`config.mk`:
```
export PLATFORM = sky130hd
export DESIGN_NAME = bluetooth_cmd_streamer_flat
export DESIGN_NICKNAME = d
export VERILOG_FILES = /design/src/rtl/bluetooth_cmd_streamer_if.sv /design/src/rtl/bluetooth_cmd_streamer.sv /design/src/flat_wrapper.sv
export SDC_FILE = /design/constraint.sdc
export NUM_CORES = 1
export LEC_CHECK = 0
export ABC_CLOCK_PERIOD_IN_PS = 5100
export CAP_MARGIN = 20
export CORE_UTILIZATION = 30
export DETAILED_ROUTE_END_ITERATION = 12
export GPL_ROUTABILITY_DRIVEN = 0
export SETUP_SLACK_MARGIN = 0.1
export SYNTH_ARGS = -nofsm -noshare
export SYNTH_HDL_FRONTEND = slang
export SYNTH_SLANG_ARGS = --single-unit
```
`constraint.sdc`:
```
create_clock -name clk -period 5.1 [get_ports clk]
set_input_delay 1.02 -clock clk [delete_from_list [all_inputs] [get_ports clk]]
set_output_delay 1.02 -clock clk [all_outputs]
set_load 0.02 [all_outputs]
```
`src/rtl/bluetooth_cmd_streamer_if.sv`:
```
// Command/stream bundle for the Bluetooth ASCII command streamer.
// The master side is the streamer itself: it consumes the command request
// and downstream ready, and produces the byte stream plus status pulses.
interface bluetooth_cmd_streamer_if #(
  parameter int DATA_W = 32
);
  logic [DATA_W-1:0] input_data;
  logic [3:0]        command_select;
  logic              start;
  logic [7:0]        tx_data;
  logic              tx_valid;
  logic              tx_ready;
  logic              busy;
  logic              done;
  logic              error;

  modport master (
    input  input_data,
    input  command_select,
    input  start,
    input  tx_ready,
    output tx_data,
    output tx_valid,
    output busy,
    output done,
    output error
  );

  modport slave (
    output input_data,
    output command_select,
    output start,
    output tx_ready,
    input  tx_data,
    input  tx_valid,
    input  busy,
    input  done,
    input  error
  );
endinterface

```
`src/rtl/bluetooth_cmd_streamer.sv`:
```
// Bluetooth command streamer: turns a command code plus payload into an
// ASCII packet (header, hex payload, optional XOR checksum, CR, LF) and
// streams it one byte per accepted transfer over a valid/ready handshake.
module bluetooth_cmd_streamer #(
  parameter int DATA_W      = 32,
  parameter bit CHECKSUM_EN = 1'b0
) (
  input  logic                  clk,
  input  logic                  reset,
  bluetooth_cmd_streamer_if.master bus
);

  localparam int NIBBLES = DATA_W / 4;
  localparam int CNT_W   = 5;

  localparam logic [3:0] CMD_SEND   = 4'h1;
  localparam logic [3:0] CMD_WRITE  = 4'h2;
  localparam logic [3:0] CMD_READ   = 4'h3;
  localparam logic [3:0] CMD_STATUS = 4'h4;

  localparam logic [7:0] CHAR_CR = 8'h0D;
  localparam logic [7:0] CHAR_LF = 8'h0A;

  typedef enum logic [2:0] {
    S_IDLE,
    S_HDR,
    S_PAYLOAD,
    S_CKSUM,
    S_CR,
    S_LF,
    S_DONE
  } state_t;

  // Uppercase ASCII for one hex nibble.
  function automatic logic [7:0] hex_char(input logic [3:0] n);
    logic [7:0] c;
    if (n < 4'd10) c = {4'h3, n};
    else           c = 8'h37 + {4'h0, n};
    return c;
  endfunction

  // Header character for a latched (already legal) command.
  function automatic logic [7:0] header_char(input logic [3:0] cmd);
    logic [7:0] c;
    case (cmd)
      CMD_SEND:   c = 8'h53;
      CMD_WRITE:  c = 8'h57;
      CMD_READ:   c = 8'h52;
      CMD_STATUS: c = 8'h51;
      default:    c = 8'h00;
    endcase
    return c;
  endfunction

  state_t            state_q, state_d;
  logic [DATA_W-1:0] data_q, data_d;
  logic [3:0]        cmd_q, cmd_d;
  logic [CNT_W-1:0]  cnt_q, cnt_d;
  logic [7:0]        cksum_q, cksum_d;
  logic              error_q, error_d;

  logic [7:0]        tx_data_c;
  logic              tx_valid_c;
  logic              xfer;
  logic              cmd_legal;
  state_t            after_payload;

  // The state after the payload depends only on whether a checksum is sent.
  assign after_payload = CHECKSUM_EN ? S_CKSUM : S_CR;

  assign cmd_legal = (bus.command_select == CMD_SEND)  ||
                     (bus.command_select == CMD_WRITE) ||
                     (bus.command_select == CMD_READ)  ||
                     (bus.command_select == CMD_STATUS);

  assign xfer = tx_valid_c & bus.tx_ready;

  // Byte presented to the sink, derived purely from state so it is zero and
  // invalid the instant the state machine falls back to IDLE.
  always_comb begin
    tx_valid_c = 1'b0;
    tx_data_c  = 8'h00;
    case (state_q)
      S_HDR: begin
        tx_valid_c = 1'b1;
        tx_data_c  = header_char(cmd_q);
      end
      S_PAYLOAD: begin
        tx_valid_c = 1'b1;
        tx_data_c  = hex_char(data_q[DATA_W-1 -: 4]);
      end
      S_CKSUM: begin
        tx_valid_c = 1'b1;
        tx_data_c  = cnt_q[0] ? hex_char(cksum_q[7:4]) : hex_char(cksum_q[3:0]);
      end
      S_CR: begin
        tx_valid_c = 1'b1;
        tx_data_c  = CHAR_CR;
      end
      S_LF: begin
        tx_valid_c = 1'b1;
        tx_data_c  = CHAR_LF;
      end
      default: begin
        tx_valid_c = 1'b0;
        tx_data_c  = 8'h00;
      end
    endcase
  end

  // Next-state logic: every state only advances on an accepted transfer, so
  // backpressure simply holds the current byte in place.
  always_comb begin
    state_d = state_q;
    data_d  = data_q;
    cmd_d   = cmd_q;
    cnt_d   = cnt_q;
    cksum_d = cksum_q;
    error_d = 1'b0;

    case (state_q)
      S_IDLE: begin
        if (bus.start) begin
          if (cmd_legal) begin
            state_d = S_HDR;
            cmd_d   = bus.command_select;
            cksum_d = 8'h00;
            if (bus.command_select == CMD_READ) begin
              // READ sends only the low byte; park it at the top so the
              // payload shifter always emits from the MSB end.
              data_d = DATA_W'(bus.input_data[7:0]) << (DATA_W - 8);
              cnt_d  = CNT_W'(1);
            end else begin
              data_d = bus.input_data;
              cnt_d  = CNT_W'(NIBBLES - 1);
            end
          end else begin
            error_d = 1'b1;
          end
        end
      end

      S_HDR: begin
        if (xfer) begin
          cksum_d = cksum_q ^ tx_data_c;
          if (cmd_q == CMD_STATUS) begin
            state_d = after_payload;
            cnt_d   = CNT_W'(1);
          end else begin
            state_d = S_PAYLOAD;
          end
        end
      end

      S_PAYLOAD: begin
        if (xfer) begin
          cksum_d = cksum_q ^ tx_data_c;
          data_d  = data_q << 4;
          if (cnt_q == '0) begin
            state_d = after_payload;
            cnt_d   = CNT_W'(1);
          end else begin
            cnt_d = cnt_q - CNT_W'(1);
          end
        end
      end

      S_CKSUM: begin
        if (xfer) begin
          if (cnt_q[0]) cnt_d   = '0;
          else          state_d = S_CR;
        end
      end

      S_CR: begin
        if (xfer) state_d = S_LF;
      end

      S_LF: begin
        if (xfer) state_d = S_DONE;
      end

      S_DONE: begin
        state_d = S_IDLE;
      end

      default: begin
        state_d = S_IDLE;
      end
    endcase
  end

  // State and latched packet registers; reset wipes everything at once.
  always_ff @(posedge clk or negedge reset) begin
    if (!reset) begin
      state_q <= S_IDLE;
      data_q  <= '0;
      cmd_q   <= '0;
      cnt_q   <= '0;
      cksum_q <= '0;
      error_q <= 1'b0;
    end else begin
      state_q <= state_d;
      data_q  <= data_d;
      cmd_q   <= cmd_d;
      cnt_q   <= cnt_d;
      cksum_q <= cksum_d;
      error_q <= error_d;
    end
  end

  assign bus.tx_data  = tx_data_c;
  assign bus.tx_valid = tx_valid_c;
  assign bus.busy     = (state_q != S_IDLE) && (state_q != S_DONE);
  assign bus.done     = (state_q == S_DONE);
  assign bus.error    = error_q;

endmodule

```
`src/flat_wrapper.sv`:
```
// flat-port wrapper written by rule: the top's interface ports become plain ports
module bluetooth_cmd_streamer_flat 
#(
  parameter int DATA_W      = 32,
  parameter bit CHECKSUM_EN = 1'b0
)
  (clk, reset, bus_input_data, bus_command_select, bus_start, bus_tx_ready, bus_tx_data, bus_tx_valid, bus_busy, bus_done, bus_error);
  bluetooth_cmd_streamer_if #(.DATA_W(DATA_W)) bus_i ();
  input  logic clk;
  input  logic reset;
  input wire logic [$bits(bus_i.input_data)-1:0] bus_input_data;
  input wire logic [$bits(bus_i.command_select)-1:0] bus_command_select;
  input wire logic [$bits(bus_i.start)-1:0] bus_start;
  input wire logic [$bits(bus_i.tx_ready)-1:0] bus_tx_ready;
  output wire logic [$bits(bus_i.tx_data)-1:0] bus_tx_data;
  output wire logic [$bits(bus_i.tx_valid)-1:0] bus_tx_valid;
  output wire logic [$bits(bus_i.busy)-1:0] bus_busy;
  output wire logic [$bits(bus_i.done)-1:0] bus_done;
  output wire logic [$bits(bus_i.error)-1:0] bus_error;
  assign bus_i.input_data = bus_input_data;
  assign bus_i.command_select = bus_command_select;
  assign bus_i.start = bus_start;
  assign bus_i.tx_ready = bus_tx_ready;
  assign bus_tx_data = bus_i.tx_data;
  assign bus_tx_valid = bus_i.tx_valid;
  assign bus_busy = bus_i.busy;
  assign bus_done = bus_i.done;
  assign bus_error = bus_i.error;
  bluetooth_cmd_streamer #(.DATA_W(DATA_W), .CHECKSUM_EN(CHECKSUM_EN)) u_core (.clk(clk), .reset(reset), .bus(bus_i));
endmodule
```
Word-level counts from Yosys, hierarchy flattened
Index checks and enable logic that the tools add are counted.

Add/sub/neg operators: 4. $lt $le $gt $ge: 3. Equality and inequality tests: 27. Mux-type cells: 40. Bitwise operators: 2. Reduce and logical (&&, ||, !) cells: 18.

Operators with widths (number): 32-bit two-way mux (4); 32-bit one-hot mux with 2 select lines (1); 8-bit two-way mux (7); 5-bit two-way mux (8); 8-bit one-hot mux with 5 select lines (1); 3-bit two-way mux (11); 7-bit one-hot mux with 4 select lines (1); 6-bit by 4-bit adder with 7-bit output (first input constant) (3); 2-bit by 1-bit inequality test with 1-bit output (second input constant) (10); 5-bit one-hot mux with 4 select lines (1); 3-bit one-hot mux with 6 select lines (1); 4-bit by 2-bit == test with 1-bit output (second input constant) (4); 8-bit one-hot mux with 2 select lines (1); 4-bit < comparator (second input constant) (3); 3-bit == test (second input constant) (3); 9-bit AND reduction (1); 4-bit by 1-bit == test with 1-bit output (second input constant) (2); 4-bit by 3-bit == test with 1-bit output (second input constant) (2); 4-bit AND reduction (2); 8-bit AND reduction (1); 8-bit XOR (1); 7-bit AND reduction (1); 3-bit by 2-bit == test with 1-bit output (second input constant) (2); 5-bit zero test (1); 15 further kinds (22).

Bits in registers: 53. Input bits: 40. Output and inout port bits: 12.

Longest topological paths before layout
Word-level depth: 7. Depth in mapped cells: 8.

Worst setup path before layout
OpenSTA, ideal clock, no wires.

Path kind: register to output. Start: register u_core.state_q[2]. End: output bus_tx_data[4]. Arrival: 1.810 ns. Required time: 4.080 ns. Path slack: 2.270 ns. Stages on the path, launching flop included: 6. Buffers on the path: 1. Cells stage by stage: dfrtp_1 > buf_2 > or3b_2 > nor4b_2 > a31oi_1 > nor2_1.

Cells in the longest elaborated chain, start to end: 2. Elaborated cells between the ends (all ways): 6. Those cells by class: 5 x eq/ne; 1 x mux.

Ends and longest elaborated chain: from (decl) (RTL line bluetooth_cmd_streamer.sv:55) `state_t state_q, state_d;`; from (signal assigned) (RTL line bluetooth_cmd_streamer.sv:203) `state_q <= state_d;`; 3-bit == test, or another cell as far along (RTL line bluetooth_cmd_streamer.sv:83) `case (state_q)`; 8-bit one-hot mux with 5 select lines * (RTL line bluetooth_cmd_streamer.sv:83); to (decl) (RTL line flat_wrapper.sv:15) `output wire logic [$bits(bus_i.tx_data)-1:0] bus_tx_data;`.

Mark *: on every way between the ends. The rest lies on a longest branch, timed or not.

Worst setup path in the final report
Start: register u_core.state_q[0]. End: output bus_tx_data[4].

The elaborated chain is that of the path after synthesis.

==> results.cfg <==
[worst_setup_path]
cp_slowest_stage_delay_ns = 0.83
ff2ff_setup_slack_ns = 2.25
path_class = flop to output pin
start_kind = flop
path_depth = 5
critPathRequiredTime_ns = 4.08
worstPathArrival_ns = 2.97
slowest_stage = dfrtp_1
worstPathCellList = or3b_2 -> nor4b_2 -> a31oi_1 -> nor2_1 -> clkdlybuf4s50_1
worstRegToRegCells = 6
path_delay_family = simple AND/OR/NAND/NOR gates
critPathMaxFanout = 23
r2r_end = u_core.cksum_q[5]
endpoint_kind = output pin
crit_buf_inv = 1
r2r_start = u_core.state_q[2]

[clocking]
cts_tree = done
numCtsBuffers = 5
htree_num_levels = 2
cts.path.max_buffers = 2
path_clk_slew_ns = 0.10
cts_resized = 0
ctsHoldBuffers = 0
cts.sinks = 52
cts_root_buf = clkbuf_8
clkLatencyLatePin_ns = 0.33
post-cts-setup-buffers = 0

[routing]
drt-initial-drc-count = 96
wl_per_cell_um = 15.39
antenna_left = 0
avgViaCountPerCell = 5.274
wl_um = 8190
num_vias = 2806
first_pass_iters = 4
drc = 0

[global_routing]
grt-ovfl-total = 0
grt_usage = 0.1530
antenna_found_initial = 0
grt_pass1_vias = 2712
grt_max_degree = 53
grt_pass1_wl_um = 13610

[hold_path]
holdCritStartpoint = u_core.data_q[16]
worst_hold_path.endpoint = u_core.data_q[16]
holdCritPathClass = flop to flop
hold-path-cell-count = 2

[cells_and_area]
drive_gt1_frac = 0.09343
nets = 443
final_cell_mix = nand2_1 (52), dfrtp_1 (52), clkdlybuf4s50_1 (49), o21ai_0 (38), nor2_1 (25)
area_growth_pct = 22.53
n_antenna_cell = 0

[timing]
relSlewSlack = 0.4155
fin_skew_ns = 0.01924
final_hold_viol_count = 0
setup_viol = 0
slew_viol_final = 0
min_period_over_period = 0.7824
min_period_ns = 3.990
timing.hold.ws_ns = 0.4907
finalSetupTns_ns = 0
rsz0062_at_grt = no
fmax_mhz = 250.6
worst_slew_pin_slew_ns = 0.8747

[power_and_ir_drop]
power.share.switching = 0.4440
clockPowerShare = 0.129
p_switching_w = 0.0009025
power.density_nw_per_um2 = 517.8
seq_power_share = 0.382
vdd_drop_max_mv = 0.2513
internal-power_w = 0.001130
p_leak_nw = 1.621
p_comb_frac = 0.489

[synth]
synth.avg_cell_area_um2 = 9.026
synth_edf_count = 0
synthesis.nets = 403
synthFlopType = dfrtp_1
syn_inst = 355
synthesis.area_um2 = 3204
ys_seq_elements = 52
ys_warn_count = 0
async_flop_share = 1.000
synth_cell_type_count = 55
ys_seq_area_frac = 0.4061

[run_status]
status = finished clean

[floorplan]
std_cell_rows = 37
start_util = 0.3104
die_y_um = 105.4
ios = 52
fp.dieW_um = 105.4
die_area_um2 = 11100
core_area_um2 = 10320

[flow_run]
maxCapViolCount = 0

[placed_design]
port_buffers = 50
post-dp-hpwl_um = 5796
==> power groups by stage <==
stage,registers (W),logic [W],clock network [W]
floorplan,0.000684,0.000768,0
global placement,0.000770,0.000973,0
detailed placement,0.000781,0.000987,0
CTS,0.000773,0.000991,0.000265
global route,0.000807,0.00111,0.000284
finish,0.000777,0.000994,0.000262
==> cell type report <==
type / count / area [um2]
Tap cell: 136 / 170.2
Sequential cell: 52 / 1301
Timing Repair Buffer: 55 / 533.0
Multi-Input combinational cell: 270 / 1784
Clock inverter: 3 / 27.53
Fill cell: 1009 / 6397
Inverter: 11 / 41.29
Clock buffer: 5 / 68.82
==> how the worst max path moves through the flow <==
stage	startpoint	endpoint
after floorplan	u_core.state_q[2]	bus_tx_data[4]
after global placement	u_core.state_q[0]	bus_tx_data[4]
after detailed placement	u_core.state_q[0]	bus_tx_data[4]
after CTS	u_core.state_q[0]	bus_tx_data[4]
after global routing	u_core.state_q[2]	bus_tx_data[1]
final	u_core.state_q[0]	bus_tx_data[4]
==> registers in the layout (all words and copies together), names as in the netlist <==
| signal | cells |
|---|---|
| u_core.state_q | 3 |
| u_core.cksum_q | 7 |
| u_core.data_q | 32 |
| u_core.cnt_q | 5 |
| u_core.cmd_q | 4 |
| u_core.bus.error | 1 |
==> logic make-up after synthesis <==
| group | count (synthesis) | share of synthesized area |
|---|---|---|
| flops | 52 | 0.4061 |
| buf+inv | 33 | 0.04295 |
| other cells | 1 | 0.001170 |
| fa+ha+maj | 8 | 0.03124 |
| mux | 24 | 0.07887 |
| simple gates | 124 | 0.2011 |
| compound gates | 108 | 0.2249 |
| xor+xnor | 5 | 0.01367 |
==> tightest hold or removal path, delay by kind of cell (launching register included) <==
kind	cells	cell delay, ns
and+or+nand+nor	1	0.05
DFF	1	0.36
AOI/OAI and AO/OA	1	0.06
==> per-stage QoR <==
| stage | utilization | setup slack (ns) | power [W] | cells | instance area [um2] |
|---|---|---|---|---|---|
| 2_1_floorplan | - | 2.270 | 0.001452 | 355 | 3204 |
| 3_3_place_gp | 0.3710 | 1.553 | 0.001744 | 524 | 3830 |
| 3_5_place_dp | 0.3710 | 1.497 | 0.001768 | 524 | 3830 |
| 4_1_cts | 0.3803 | 1.142 | 0.002030 | 532 | 3926 |
| 5_1_grt | 0.3803 | 0.9240 | 0.002202 | 532 | 3926 |
| 6_report | 0.3803 | 1.110 | 0.002033 | 532 | 3926 |
==> metal layers <==
layer  GRT usage  wire length [um]  vias up
met5           0                 0        -
met4     0.04628               143        0
met3     0.02597               303       14
met2      0.2448              3711       62
met1      0.2106              4031     1354
li1            -                 -     1376
==> synthesized netlist by cell type, types with 2 or more instances <==
library cell / count / share of area
a21boi_0: 2 / 0.0047
o22ai_1: 3 / 0.0059
o31ai_1: 2 / 0.0047
nand3b_1: 2 / 0.0047
xnor2_1: 4 / 0.011
a31oi_1: 3 / 0.0059
nand2b_1: 2 / 0.0039
clkbuf_1: 13 / 0.015
or4b_4: 2 / 0.0086
nor4b_1: 2 / 0.0055
nor3b_2: 2 / 0.0078
a21oi_1: 7 / 0.011
nand3_1: 4 / 0.0062
inv_1: 11 / 0.013
a22oi_1: 21 / 0.049
a2111oi_0: 3 / 0.0082
or4_1: 2 / 0.0047
o211ai_1: 4 / 0.0094
a22o_1: 7 / 0.019
and4b_1: 3 / 0.0094
nor3_1: 14 / 0.022
a211oi_1: 4 / 0.0094
mux2_2: 10 / 0.035
dfrtp_1: 52 / 0.41
buf_2: 8 / 0.012
o21a_1: 2 / 0.0047
mux2i_1: 14 / 0.044
and3_1: 2 / 0.0039
nor2_1: 25 / 0.029
ha_1: 8 / 0.031
nand2_1: 52 / 0.061
o21ai_0: 38 / 0.059
o32ai_1: 2 / 0.0055
nor2b_1: 4 / 0.0078
(Power assumes the default switching activity.)
